$ cat src/rtl/mem_arbiter_pkg.sv
// Shared codes for the fetch/data Avalon-MM arbiter: FSM states, grant owner, bus-error fill word.
package mem_arbiter_pkg;

   localparam int SIZE_W = 32;
   typedef logic [SIZE_W-1:0] size_t;

   typedef enum logic [1:0] {
      IDLE,
      BUS_IF,
      BUS_D,
      BUS_ERR
   } arb_state_t;

   typedef enum logic {
      GRANT_FETCH,
      GRANT_DATA
   } grant_t;

   localparam size_t BUS_ERR_DATA = 32'hDEAD_BEEF;

endpackage

$ cat src/rtl/mem_arbiter_rr_pick.sv
// Two-way round-robin selector, purely combinational; req[0]=fetch, req[1]=data.
module mem_arbiter_rr_pick
   import mem_arbiter_pkg::*;
(
   input  logic [1:0] req,
   input  grant_t     last_grant,
   output grant_t     grant
);

   always_comb begin
      grant = GRANT_FETCH;
      if (req == 2'b11) begin
         grant = (last_grant == GRANT_FETCH) ? GRANT_DATA : GRANT_FETCH;
      end else if (req[1]) begin
         grant = GRANT_DATA;
      end
   end

endmodule

$ cat src/rtl/mem_arbiter.sv
// Shares one Avalon-MM master between fetch and data requesters; ack two cycles after request plus wait states.
// MEM_ARBITER_TIMEOUT_EN adds a waitrequest watchdog that forces an error ack and sets sticky err_o.
module mem_arbiter
   import mem_arbiter_pkg::*;
#(
   parameter int ADDR_W         = SIZE_W,
   parameter int DATA_W         = SIZE_W,
   parameter int TIMEOUT_CYCLES = 255
) (
   input  logic                clk,
   input  logic                reset_i,
   input  logic                if_req_i,
   input  logic [ADDR_W-1:0]   if_addr_i,
   output logic                if_ack_o,
   output logic [DATA_W-1:0]   if_rdata_o,
   input  logic                d_req_i,
   input  logic                d_we_i,
   input  logic [ADDR_W-1:0]   d_addr_i,
   input  logic [DATA_W-1:0]   d_wdata_i,
   input  logic [DATA_W/8-1:0] d_be_i,
   output logic                d_ack_o,
   output logic [DATA_W-1:0]   d_rdata_o,
   output logic                busy_o,
   output logic                err_o,
   output logic [ADDR_W-1:0]   address_o,
   output logic                read_o,
   output logic                write_o,
   input  logic                waitrequest_i,
   output logic [DATA_W-1:0]   writedata_o,
   output logic [DATA_W/8-1:0] byteenable_o,
   input  logic [DATA_W-1:0]   readdata_i
);

   localparam int BE_W = DATA_W / 8;

   arb_state_t        state_q, state_d;
   grant_t            last_grant_q, last_grant_d;
   grant_t            pick;
   logic [ADDR_W-1:0] addr_q, addr_d;
   logic [DATA_W-1:0] wdata_q, wdata_d;
   logic [BE_W-1:0]   be_q, be_d;
   logic              read_q, read_d;
   logic              write_q, write_d;
   logic              if_ack_q, if_ack_d;
   logic              d_ack_q, d_ack_d;
   logic [DATA_W-1:0] if_rdata_q, if_rdata_d;
   logic [DATA_W-1:0] d_rdata_q, d_rdata_d;
   logic [1:0]        pick_req;

   // A req still high during its own ack cycle belongs to the finished access.
   assign pick_req = {d_req_i & ~d_ack_q, if_req_i & ~if_ack_q};

   mem_arbiter_rr_pick u_rr_pick (
      .req        (pick_req),
      .last_grant (last_grant_q),
      .grant      (pick)
   );

`ifdef MEM_ARBITER_TIMEOUT_EN
   localparam int CNT_RAW = $clog2(TIMEOUT_CYCLES + 1);
   localparam int CNT_W   = (CNT_RAW < 8) ? 8 : ((CNT_RAW > 32) ? 32 : CNT_RAW);
   logic [CNT_W-1:0] cnt_q, cnt_d;
   logic             err_q, err_d;
`endif

   always_comb begin
      state_d      = state_q;
      last_grant_d = last_grant_q;
      addr_d       = addr_q;
      wdata_d      = wdata_q;
      be_d         = be_q;
      read_d       = read_q;
      write_d      = write_q;
      if_ack_d     = 1'b0;
      d_ack_d      = 1'b0;
      if_rdata_d   = if_rdata_q;
      d_rdata_d    = d_rdata_q;
`ifdef MEM_ARBITER_TIMEOUT_EN
      cnt_d        = cnt_q;
      err_d        = err_q;
`endif
      case (state_q)
         IDLE: begin
            if (|pick_req) begin
`ifdef MEM_ARBITER_TIMEOUT_EN
               cnt_d = '0;
`endif
               if (pick == GRANT_FETCH) begin
                  state_d = BUS_IF;
                  addr_d  = if_addr_i;
                  be_d    = '1;
                  read_d  = 1'b1;
                  write_d = 1'b0;
               end else begin
                  state_d = BUS_D;
                  addr_d  = d_addr_i;
                  wdata_d = d_wdata_i;
                  be_d    = d_be_i;
                  read_d  = ~d_we_i;
                  write_d = d_we_i;
               end
            end
         end
         BUS_IF, BUS_D: begin
            if (!waitrequest_i) begin
               read_d  = 1'b0;
               write_d = 1'b0;
               state_d = IDLE;
               if (state_q == BUS_IF) begin
                  if_ack_d     = 1'b1;
                  if_rdata_d   = readdata_i;
                  last_grant_d = GRANT_FETCH;
               end else begin
                  d_ack_d      = 1'b1;
                  last_grant_d = GRANT_DATA;
                  if (read_q) begin
                     d_rdata_d = readdata_i;
                  end
               end
            end
`ifdef MEM_ARBITER_TIMEOUT_EN
            else if (cnt_q == CNT_W'(TIMEOUT_CYCLES - 1)) begin
               read_d  = 1'b0;
               write_d = 1'b0;
               err_d   = 1'b1;
               state_d = BUS_ERR;
               if (state_q == BUS_IF) begin
                  if_ack_d     = 1'b1;
                  if_rdata_d   = DATA_W'(BUS_ERR_DATA);
                  last_grant_d = GRANT_FETCH;
               end else begin
                  d_ack_d      = 1'b1;
                  d_rdata_d    = DATA_W'(BUS_ERR_DATA);
                  last_grant_d = GRANT_DATA;
               end
            end else begin
               cnt_d = cnt_q + 1'b1;
            end
`endif
         end
         BUS_ERR: state_d = IDLE;
         default: state_d = IDLE;
      endcase
   end

   always_ff @(posedge clk or negedge reset_i) begin
      if (!reset_i) begin
         state_q      <= IDLE;
         last_grant_q <= GRANT_FETCH;
         addr_q       <= '0;
         wdata_q      <= '0;
         be_q         <= '0;
         read_q       <= 1'b0;
         write_q      <= 1'b0;
         if_ack_q     <= 1'b0;
         d_ack_q      <= 1'b0;
         if_rdata_q   <= '0;
         d_rdata_q    <= '0;
`ifdef MEM_ARBITER_TIMEOUT_EN
         cnt_q        <= '0;
         err_q        <= 1'b0;
`endif
      end else begin
         state_q      <= state_d;
         last_grant_q <= last_grant_d;
         addr_q       <= addr_d;
         wdata_q      <= wdata_d;
         be_q         <= be_d;
         read_q       <= read_d;
         write_q      <= write_d;
         if_ack_q     <= if_ack_d;
         d_ack_q      <= d_ack_d;
         if_rdata_q   <= if_rdata_d;
         d_rdata_q    <= d_rdata_d;
`ifdef MEM_ARBITER_TIMEOUT_EN
         cnt_q        <= cnt_d;
         err_q        <= err_d;
`endif
      end
   end

`ifdef MEM_ARBITER_TIMEOUT_EN
   assign err_o = err_q;
`else
   assign err_o = 1'b0;
`endif

   assign busy_o       = (state_q != IDLE) | if_req_i | d_req_i;
   assign address_o    = addr_q;
   assign writedata_o  = wdata_q;
   assign byteenable_o = be_q;
   assign read_o       = read_q;
   assign write_o      = write_q;
   assign if_ack_o     = if_ack_q;
   assign d_ack_o      = d_ack_q;
   assign if_rdata_o   = if_rdata_q;
   assign d_rdata_o    = d_rdata_q;

endmodule

$ cat config.mk
export PLATFORM = sky130hd
export DESIGN_NAME = mem_arbiter
export DESIGN_NICKNAME = d
export VERILOG_FILES = /design/src/rtl/mem_arbiter_pkg.sv /design/src/rtl/mem_arbiter_rr_pick.sv /design/src/rtl/mem_arbiter.sv
export SDC_FILE = /design/constraint.sdc
export NUM_CORES = 1
export LEC_CHECK = 0
export BUFFER_PORTS_ARGS = -buffer_cell sky130_fd_sc_hd__buf_2
export CORE_MARGIN = 3
export CORE_UTILIZATION = 47
export CTS_CLUSTER_DIAMETER = 80
export DETAILED_ROUTE_END_ITERATION = 12
export GPL_TIMING_DRIVEN = 0
export HOLD_SLACK_MARGIN = 0.08
export PLACE_DENSITY = 0.84
export SLEW_MARGIN = 10
export SYNTH_ARGS = -nofsm -noshare
export SYNTH_HDL_FRONTEND = slang
export SYNTH_HIERARCHICAL = 1
export SYNTH_SLANG_ARGS = --single-unit
$ cat constraint.sdc
create_clock -name clk -period 2.2 [get_ports clk]
set_clock_uncertainty 0.05 [all_clocks]
set_input_delay 0.44 -clock clk [delete_from_list [all_inputs] [get_ports clk]]
set_output_delay 0.44 -clock clk [all_outputs]
set_load 0.02 [all_outputs]
# Yosys cells after proc, flatten, opt, wreduce, memory -nomap -nowiden
# Index checks and enable logic that the tools add are counted.
[word_totals]
ff_bits = 139
latchBits = 0
ram_bits = 0
mem_bits_ro = 0
input_bits = 138
out_inout_bits = 138
wordCells = 60
mem_count = 0
[classes]
addsub = 0
multipliers = 0
div = 0
order_cmp = 0
eq_ne = 6
shifts = 0
mux = 22
bitwise_logic = 9
n_reduce_logical = 12
[ops]
columns = ["cell", "n"]
rows = [
  ["32-bit 2-to-1 mux", 1],
  ["1-bit 2-to-1 mux", 14],
  ["3-bit AND reduction", 3],
  ["2-bit equality test, second input constant", 3],
  ["2-bit 2-to-1 mux", 3],
  ["2-bit case mux with 3 select lines", 1],
  ["2-bit AND reduction", 3],
  ["1-bit inverter", 5],
  ["4-bit 2-to-1 mux", 1],
  ["2-bit inequality test, second input constant", 2],
  ["1-bit case mux with 2 select lines", 2],
  ["4-bit AND reduction", 1],
  ["2-bit nonzero test", 2],
  ["2-bit OR reduction", 2],
  ["1-bit bitwise AND", 2],
  ["2-bit by 1-bit equality test with 1-bit output, second input constant", 1],
  ["2-bit zero test", 1],
  ["1-bit bitwise OR", 2],
]

# Longest topological paths before layout
# Gate-level depths: netlist of the first run.
[logic_depth]
word_depth = 7
mapped_depth = 9
mapped_depth_nobuf = 6

# Hierarchy
# The synthesis of the first run kept the hierarchy.
[by_module_without_submodules]
columns = ["mod", "instances", "cells_per_inst", "area_per_inst_um2", "seq_area_each_um2"]
rows = [
  ["mem_arbiter", 1, 366, 5973.2, 3478.3],
  ["mem_arbiter_rr_pick", 1, 1, 11.3, 0.0],
]

# Worst setup path after synthesis of the first run
# No wires, ideal clock.
[synth_timing]
kind = "reg-to-reg"
start = "register d_ack_q (netlist: d_ack_o)"
end = "register addr_q[10] (netlist: address_o[10])"
setup_time_ns = 0.128
arrival_ns = 1.889
required_time_ns = 2.022
slack_ns = 0.134
path_stages_with_launch = 9
path_buffers = 3
period_less_slack_ns = 2.066
path_cell_list = "dfrtp_1 nand2b_1 buf_6 inv_1 a21boi_2 clkbuf_1 buf_2 mux2_2 mux2_1"
[synth_via]
elab_chain_len = 5
elab_cells_between_ends = 8
cone_classes = "1 x eq/ne; 3 x mux; 2 x bitwise; 2 x reduce/logical"
[synth_rtl]
columns = ["element", "line_no", "text"]
rows = [
  ["start: declaration", "mem_arbiter.sv:45", "logic d_ack_q, d_ack_d;"],
  ["start signal: assignment", "mem_arbiter.sv:172", "d_ack_q <= d_ack_d;"],
  ["1-bit inverter (*)", "mem_arbiter.sv:51", "assign pick_req = {d_req_i & ~d_ack_q, if_req_i & ~if_ack_q};"],
  ["1-bit bitwise AND (*)", "mem_arbiter.sv:51", ""],
  ["via pick_req[1]", "mem_arbiter.sv:48", "logic [1:0] pick_req;"],
  ["2-bit equality test / 1-bit 2-to-1 mux (equally long branches)", "mem_arbiter_rr_pick.sv:12, mem_arbiter_rr_pick.sv:14", ""],
  ["1-bit 2-to-1 mux (*)", "mem_arbiter_rr_pick.sv:12", "if (req == 2'b11) begin"],
  ["via pick", "mem_arbiter.sv:38", "grant_t pick;"],
  ["32-bit 2-to-1 mux (*)", "mem_arbiter.sv:88", "if (pick == GRANT_FETCH) begin"],
  ["end signal: assignment", "mem_arbiter.sv:166", "addr_q <= addr_d;"],
  ["end: declaration", "mem_arbiter.sv:39", "logic [ADDR_W-1:0] addr_q, addr_d;"],
]
# The timed path passes the listed nets; every way through them passes the cells marked *.
# A chain may end at the register's enable or synchronous reset.

# Worst setup path in the final report of the first run
[layout_timing]
start = "register state_q[0]"
end = "output busy_o"
[layout_via]
elab_chain_len = 3
[layout_rtl]
columns = ["element", "line_no", "text"]
rows = [
  ["start: declaration", "mem_arbiter.sv:36", "arb_state_t state_q, state_d;"],
  ["start signal: assignment", "mem_arbiter.sv:164", "state_q <= state_d;"],
  ["2-bit nonzero test", "mem_arbiter.sv:188", "assign busy_o = (state_q != IDLE) | if_req_i | d_req_i;"],
  ["1-bit bitwise OR (2 in series)", "mem_arbiter.sv:188", ""],
  ["end: declaration", "mem_arbiter.sv:23", "output logic busy_o,"],
]
# No other way between the ends.

==> results of run 1 <==
## cell type report
cell class / instances / area, sq um
fillers: 904 / 3920
flip-flops and latches: 139 / 3480
multi-input cells: 201 / 2280
repair buffers: 283 / 1470
clock buffers: 22 / 454
plain buffers: 23 / 238
well taps: 168 / 210
clock inverters: 8 / 144
inverters: 4 / 15.0
## state kept, by name, indices dropped and copies added, names as in the netlist
signal	flops
address_o	32
byteenable_o	4
d_ack_o	1
d_rdata_o	32
if_ack_o	1
if_rdata_o	32
last_grant_q	1
read_o	1
state_q	2
write_o	1
writedata_o	32
## synth_stat cells (3+ instances only)
library cell    n  area (sq um)
nand2b_1        8          50.1
buf_12          4          80.1
mux2_4         34           510
inv_1           4          15.0
mux2_1         27           304
buf_2           8          40.0
dfrtp_1       139          3480
ha_1            3          37.5
buf_6           8          90.1
mux2_2        103          1160
nand2_1         3          11.3
## logic make-up after synthesis
| logic type | count (synthesis) | share of synthesized area |
|---|---|---|
| AND/OR/NAND/NOR | 22 | 0.0243 |
| buffers and inverters | 27 | 0.0408 |
| flip-flops | 139 | 0.581 |
| AO/OA/AOI/OAI | 9 | 0.0136 |
| other | 1 | 0.000627 |
| adder cells (fa/ha/maj) | 3 | 0.00627 |
| multiplexers | 166 | 0.333 |
## timing repair
action	in CTS	in global routing
hold buffers	1	0
pin swaps	1	1
resized for setup	8	4
hold endpoints to repair	54	0
setup endpoints to repair	23	1
setup buffers	0	7
## stage by stage
step / hold WS [ns] / TNS (ns) / std cells / total power, mW / area [sq um]
2_1_floorplan: 0.0944 / 0 / 367 / 8.63 / 5980
3_3_place_gp: 0.415 / -157.29 / 809 / 10.5 / 7570
3_5_place_dp: 0.370 / -8.16 / 810 / 10.7 / 7600
4_1_cts: 0.181 / -0.0359 / 841 / 13.7 / 8230
5_1_grt: 0.181 / 0 / 848 / 14.4 / 8290
6_report: 0.192 / 0 / 848 / 13.7 / 8290
## final timing paths
check | from | to | depth (start not counted)
min in group asynchronous | reset_i | d_rdata_o[2]$_DFFE_PN0P_ | 2
max in group asynchronous | reset_i | writedata_o[28]$_DFFE_PN0P_ | 3
min | d_wdata_i[21] | writedata_o[21]$_DFFE_PN0P_ | 2
max reg2reg | state_q[0]$_DFFE_PN0P_ | d_rdata_o[8]$_DFFE_PN0P_ | 8
min reg2reg | address_o[11]$_DFFE_PN0P_ | address_o[11]$_DFFE_PN0P_ | 1
max | state_q[0]$_DFFE_PN0P_ | busy_o | 4
## per-layer routing
layer  up-vias  share of wire
li1       1902              -
met1      2057           0.37
met2       172           0.54
met3        26          0.070
met4         0          0.023
met5         -              0
## power groups by stage
stage	sequential, mW	combinational [mW]	clock (mW)
after CTS	4.54	6.24	2.97
after detailed placement	4.56	6.18	0
final	4.53	6.26	2.90
after floorplan	6.06	2.56	0
after global placement	4.45	6.01	0
after global routing	4.70	6.64	3.08
==> results_dict.tcl, run 1 <==
set metrics [dict create \
    status "finished clean" \
    fin_nets 810 \
    antenna_found_initial 0 \
    insertion_delay_ns 0.42 \
    finalMaxSlewViolations 0 \
    ys_types 32 \
    drc 0 \
    relSlewSlack 0.664 \
    crit_buf_inv 2 \
    synth_nets 508 \
    path_cells "inv_2 > ha_4 > or3b_4 > buf_6" \
    cp_max_fo 6 \
    worst_slew_pin_slew_ns 0.505 \
    grt_util_met1 0.226 \
    hpwl_mm 11.0 \
    dieArea_sq_um 14100 \
    ant_nets 0 \
    grt_pass1_wl_mm 22.9 \
    swShare 0.366 \
    finalHoldViolCount 0 \
    drtPass1Iterations 4 \
    yosys_most_used_dff "dfrtp_1" \
    pre_cts_slack_ns -0.189 \
    cts_tree "yes" \
    core_area_sq_um 12200 \
    cts-root-buf "clkbuf_16" \
    start_util 0.490 \
    clk_pin_slew_ns 0.06 \
    crit_slowest_cell "dfrtp_1" \
    path_class "reg -> out" \
    layout_commonest_cell "buf_2" \
    synth-async-reset-ratio 1.00 \
    synth_seq_area_share 0.581 \
    setup_slack_ns 0.104 \
    finalCritPeriodShare 0.953 \
    grt_pass1_vias 4495 \
    syn_inst 367 \
    drt_iter0_drc 180 \
    cp.arrival_ns 1.61 \
    io_buffers 274 \
    p_leak_nw 4.09 \
    wl_mm 14.3 \
    cts_sinks 139 \
    power_frac_seq 0.331 \
    slowest_delay_ns 0.40 \
    setup_viol 0 \
    hold_class "in -> reg" \
    viasPerCell 4.90 \
    die_y_microns 119 \
    track_usage 0.206 \
    rows 40 \
    drv_cap 0 \
    clockBufferDepth 2 \
    cp_top_family "flip-flops" \
    rrSetupSlack_ns 0.13 \
    internal_power_mw 8.68 \
    p_clk_frac 0.212 \
    endpoint_kind "output port" \
    rsz0062_at_grt "no" \
    syn_area_sq_um 5980 \
    overflow 0 \
    most-common-layout-cells "buf_2, dfrtp_1, mux2_2" \
    final_util 0.679 \
    avgRoutedWirePerCell_microns 16.9 \
    max_freq_ghz 0.477 \
    ios 276 \
    gp_congestion 0.800 \
    grt.busiest_layer "met2" \
    drive_above_1_share 0.701 \
    num_vias 4157 \
    die_w_microns 119 \
    yosys_warnings 6 \
    p_comb_frac 0.457 \
    synth-edff-count 0 \
    crit_path_start_kind "flip-flop" \
    grt_use_met2 0.362 \
    syn-mean-instance-area_sq_um 16.3 \
    p_per_area_nw_per_um2 1650 \
    htreeDepth 4 \
    p_switching_mw 5.01 \
    antennaDiodeCount 0 \
    ys_ff_latch 139 \
    required_ns 1.71 \
    area_growth_pct 38.5 \
    cts-buffers-inserted 17 \
    ir_drop_uv 1000 \
    post-route-min-period_ns 2.10 \
    grtUsageMet3 0.0731 \
    grt_max_degree 86 \
]
Note: power is estimated with default switching activity, not from simulation.
==> inputs of run 2 (changes only) <==
CORE_MARGIN = 2   (was 3)
==> run 2 against run 1 <==
  * Critical path type unchanged
  * Utilization fell by 2.1 points
  * Maximum frequency fell by 1.1%
  * Largest cell class unchanged
  * Sequential power barely moved
  * Highest routed layer is now met5
  * Largest power group unchanged
==> results_dict.tcl, run 2 (synthesis results as in run 1) <==
set metrics [dict create \
    status "finished clean" \
    dieArea_sq_um 13700 \
    cts_sinks 139 \
    p_per_area_nw_per_um2 1640 \
    pre_cts_slack_ns -0.174 \
    internal_power_mw 8.41 \
    rows 41 \
    postCtsSetupBuffers 0 \
    start_util 0.478 \
    num_vias 4055 \
    track_usage 0.203 \
    cts-buffers-inserted 17 \
    antenna_found_initial 1 \
    drtPass1Iterations 4 \
    rsz0062_at_grt "no" \
    antennaDiodeCount 0 \
    relSlewSlack 0.580 \
    cp_max_fo 8 \
    swShare 0.376 \
    drv_cap 0 \
    die_w_microns 117 \
    cts-root-buf "clkbuf_16" \
    path_class "reg -> out" \
    drive_above_1_share 0.702 \
    hpwl_mm 10.4 \
    avgRoutedWirePerCell_microns 16.4 \
    path_cells "inv_2 > ha_4 > or3b_4 > buf_6" \
    crit_path_start_kind "flip-flop" \
    r2r_cells 7 \
    finalHoldViolCount 0 \
    p_comb_frac 0.456 \
    post-route-min-period_ns 2.12 \
    setup_viol 0 \
    cts_tree "yes" \
    clk_pin_slew_ns 0.06 \
    drt_iter0_drc 149 \
    most-common-layout-cells "buf_2, dfrtp_1, mux2_2" \
    drc 0 \
    die_y_microns 117 \
    max_freq_ghz 0.472 \
    insertion_delay_ns 0.41 \
    ir_drop_uv 812 \
    worst_slew_pin_slew_ns 0.630 \
    fin_nets 802 \
    p_clk_frac 0.208 \
    finalNonFillerCells 846 \
    endpoint_kind "output port" \
    core_area_sq_um 12500 \
    wl_mm 13.9 \
    cp_top_family "flip-flops" \
    clockBufferDepth 2 \
    dpl.cell_count 814 \
    rrSetupSlack_ns 0.16 \
    slowest_delay_ns 0.40 \
    cp.depth 4 \
    crit_slowest_cell "dfrtp_1" \
    crit_buf_inv 2 \
    p_leak_nw 4.03 \
    required_ns 1.71 \
    p_switching_mw 5.08 \
    io_buffers 274 \
    gp_congestion 0.746 \
    overflow 0 \
    grt_pass1_wl_mm 21.1 \
    cp.arrival_ns 1.63 \
    viasPerCell 4.79 \
    power_frac_seq 0.335 \
    hold_class "in -> reg" \
    finalMaxSlewViolations 0 \
    grt_max_degree 74 \
    htreeDepth 4 \
    holdPathStages 2 \
    setup_slack_ns 0.0811 \
    fill_cells 972 \
    grt_pass1_vias 4232 \
    finalCritPeriodShare 0.963 \
    area_growth_pct 37.6 \
    ant_nets 0 \
    layout_commonest_cell "buf_2" \
    ios 276 \
]
## run 2: final cells by class
cell class              instances  area (sq um)  area share
plain buffers                  22           233      0.0283
inverters                       4          15.0     0.00182
well taps                     172           215      0.0261
multi-input cells             201          2280       0.278
clock inverters                12           139      0.0169
repair buffers                276          1420       0.173
flip-flops and latches        139          3480       0.422
clock buffers                  20           447      0.0543
## run 2: what timing repair did
item / CTS / global route
hold buffers: 1 / 0
gates resized for setup: 7 / 4
endpoints found under the hold margin: 66 / 0
cloned: 0 / 0
pin swaps: 1 / 0
setup endpoints to repair: 31 / 62
## run 2: final timing paths
path | to | from
max in group asynchronous | writedata_o[21]$_DFFE_PN0P_ | reset_i
min in group asynchronous | d_rdata_o[6]$_DFFE_PN0P_ | reset_i
setup reg to reg | address_o[24]$_DFFE_PN0P_ | d_ack_o$_DFF_PN0_
setup / recovery | busy_o | state_q[0]$_DFFE_PN0P_
hold / removal | writedata_o[21]$_DFFE_PN0P_ | d_wdata_i[21]
hold reg to reg | address_o[12]$_DFFE_PN0P_ | address_o[12]$_DFFE_PN0P_
## run 2: worst register-to-register path: stages, from the launching register on
cell and delay, ns:
dfrtp_1 0.37, nand2b_1 0.15, buf_6 0.14, inv_1 0.05, a21boi_4 0.24, clkbuf_4 0.27
mux2_2 0.36, mux2_1 0.30
## run 2: power groups by stage
stage / logic [mW] / clock network (mW) / registers, mW
6_report: 6.16 / 2.81 / 4.52
2_1_floorplan: 2.56 / 0 / 6.06
4_1_cts: 6.23 / 2.87 / 4.53
3_5_place_dp: 6.17 / 0 / 4.54
5_1_grt: 6.58 / 2.99 / 4.68
3_3_place_gp: 5.99 / 0 / 4.45
## run 2: routing by layer
metal	vias up	track usage	share of wire
li1	1880	-	-
met1	1995	0.236	0.39
met2	158	0.364	0.53
met3	20	0.0489	0.061
met4	2	0.0784	0.018
met5	-	0	0.00094
## run 2: stage by stage
| stage | setup TNS [ns] | area, sq um | util | hold slack, ns | power [mW] |
|---|---|---|---|---|---|
| after global routing | 0 | 8230 | 0.658 | 0.179 | 14.2 |
| after detailed placement | -8.53 | 7600 | 0.608 | 0.419 | 10.7 |
| after CTS | -0.721 | 8220 | 0.657 | 0.178 | 13.6 |
| after global placement | -156.73 | 7570 | 0.605 | 0.416 | 10.4 |
| after floorplan | 0 | 5980 | - | 0.0944 | 8.63 |
| final | 0 | 8230 | 0.658 | 0.197 | 13.5 |
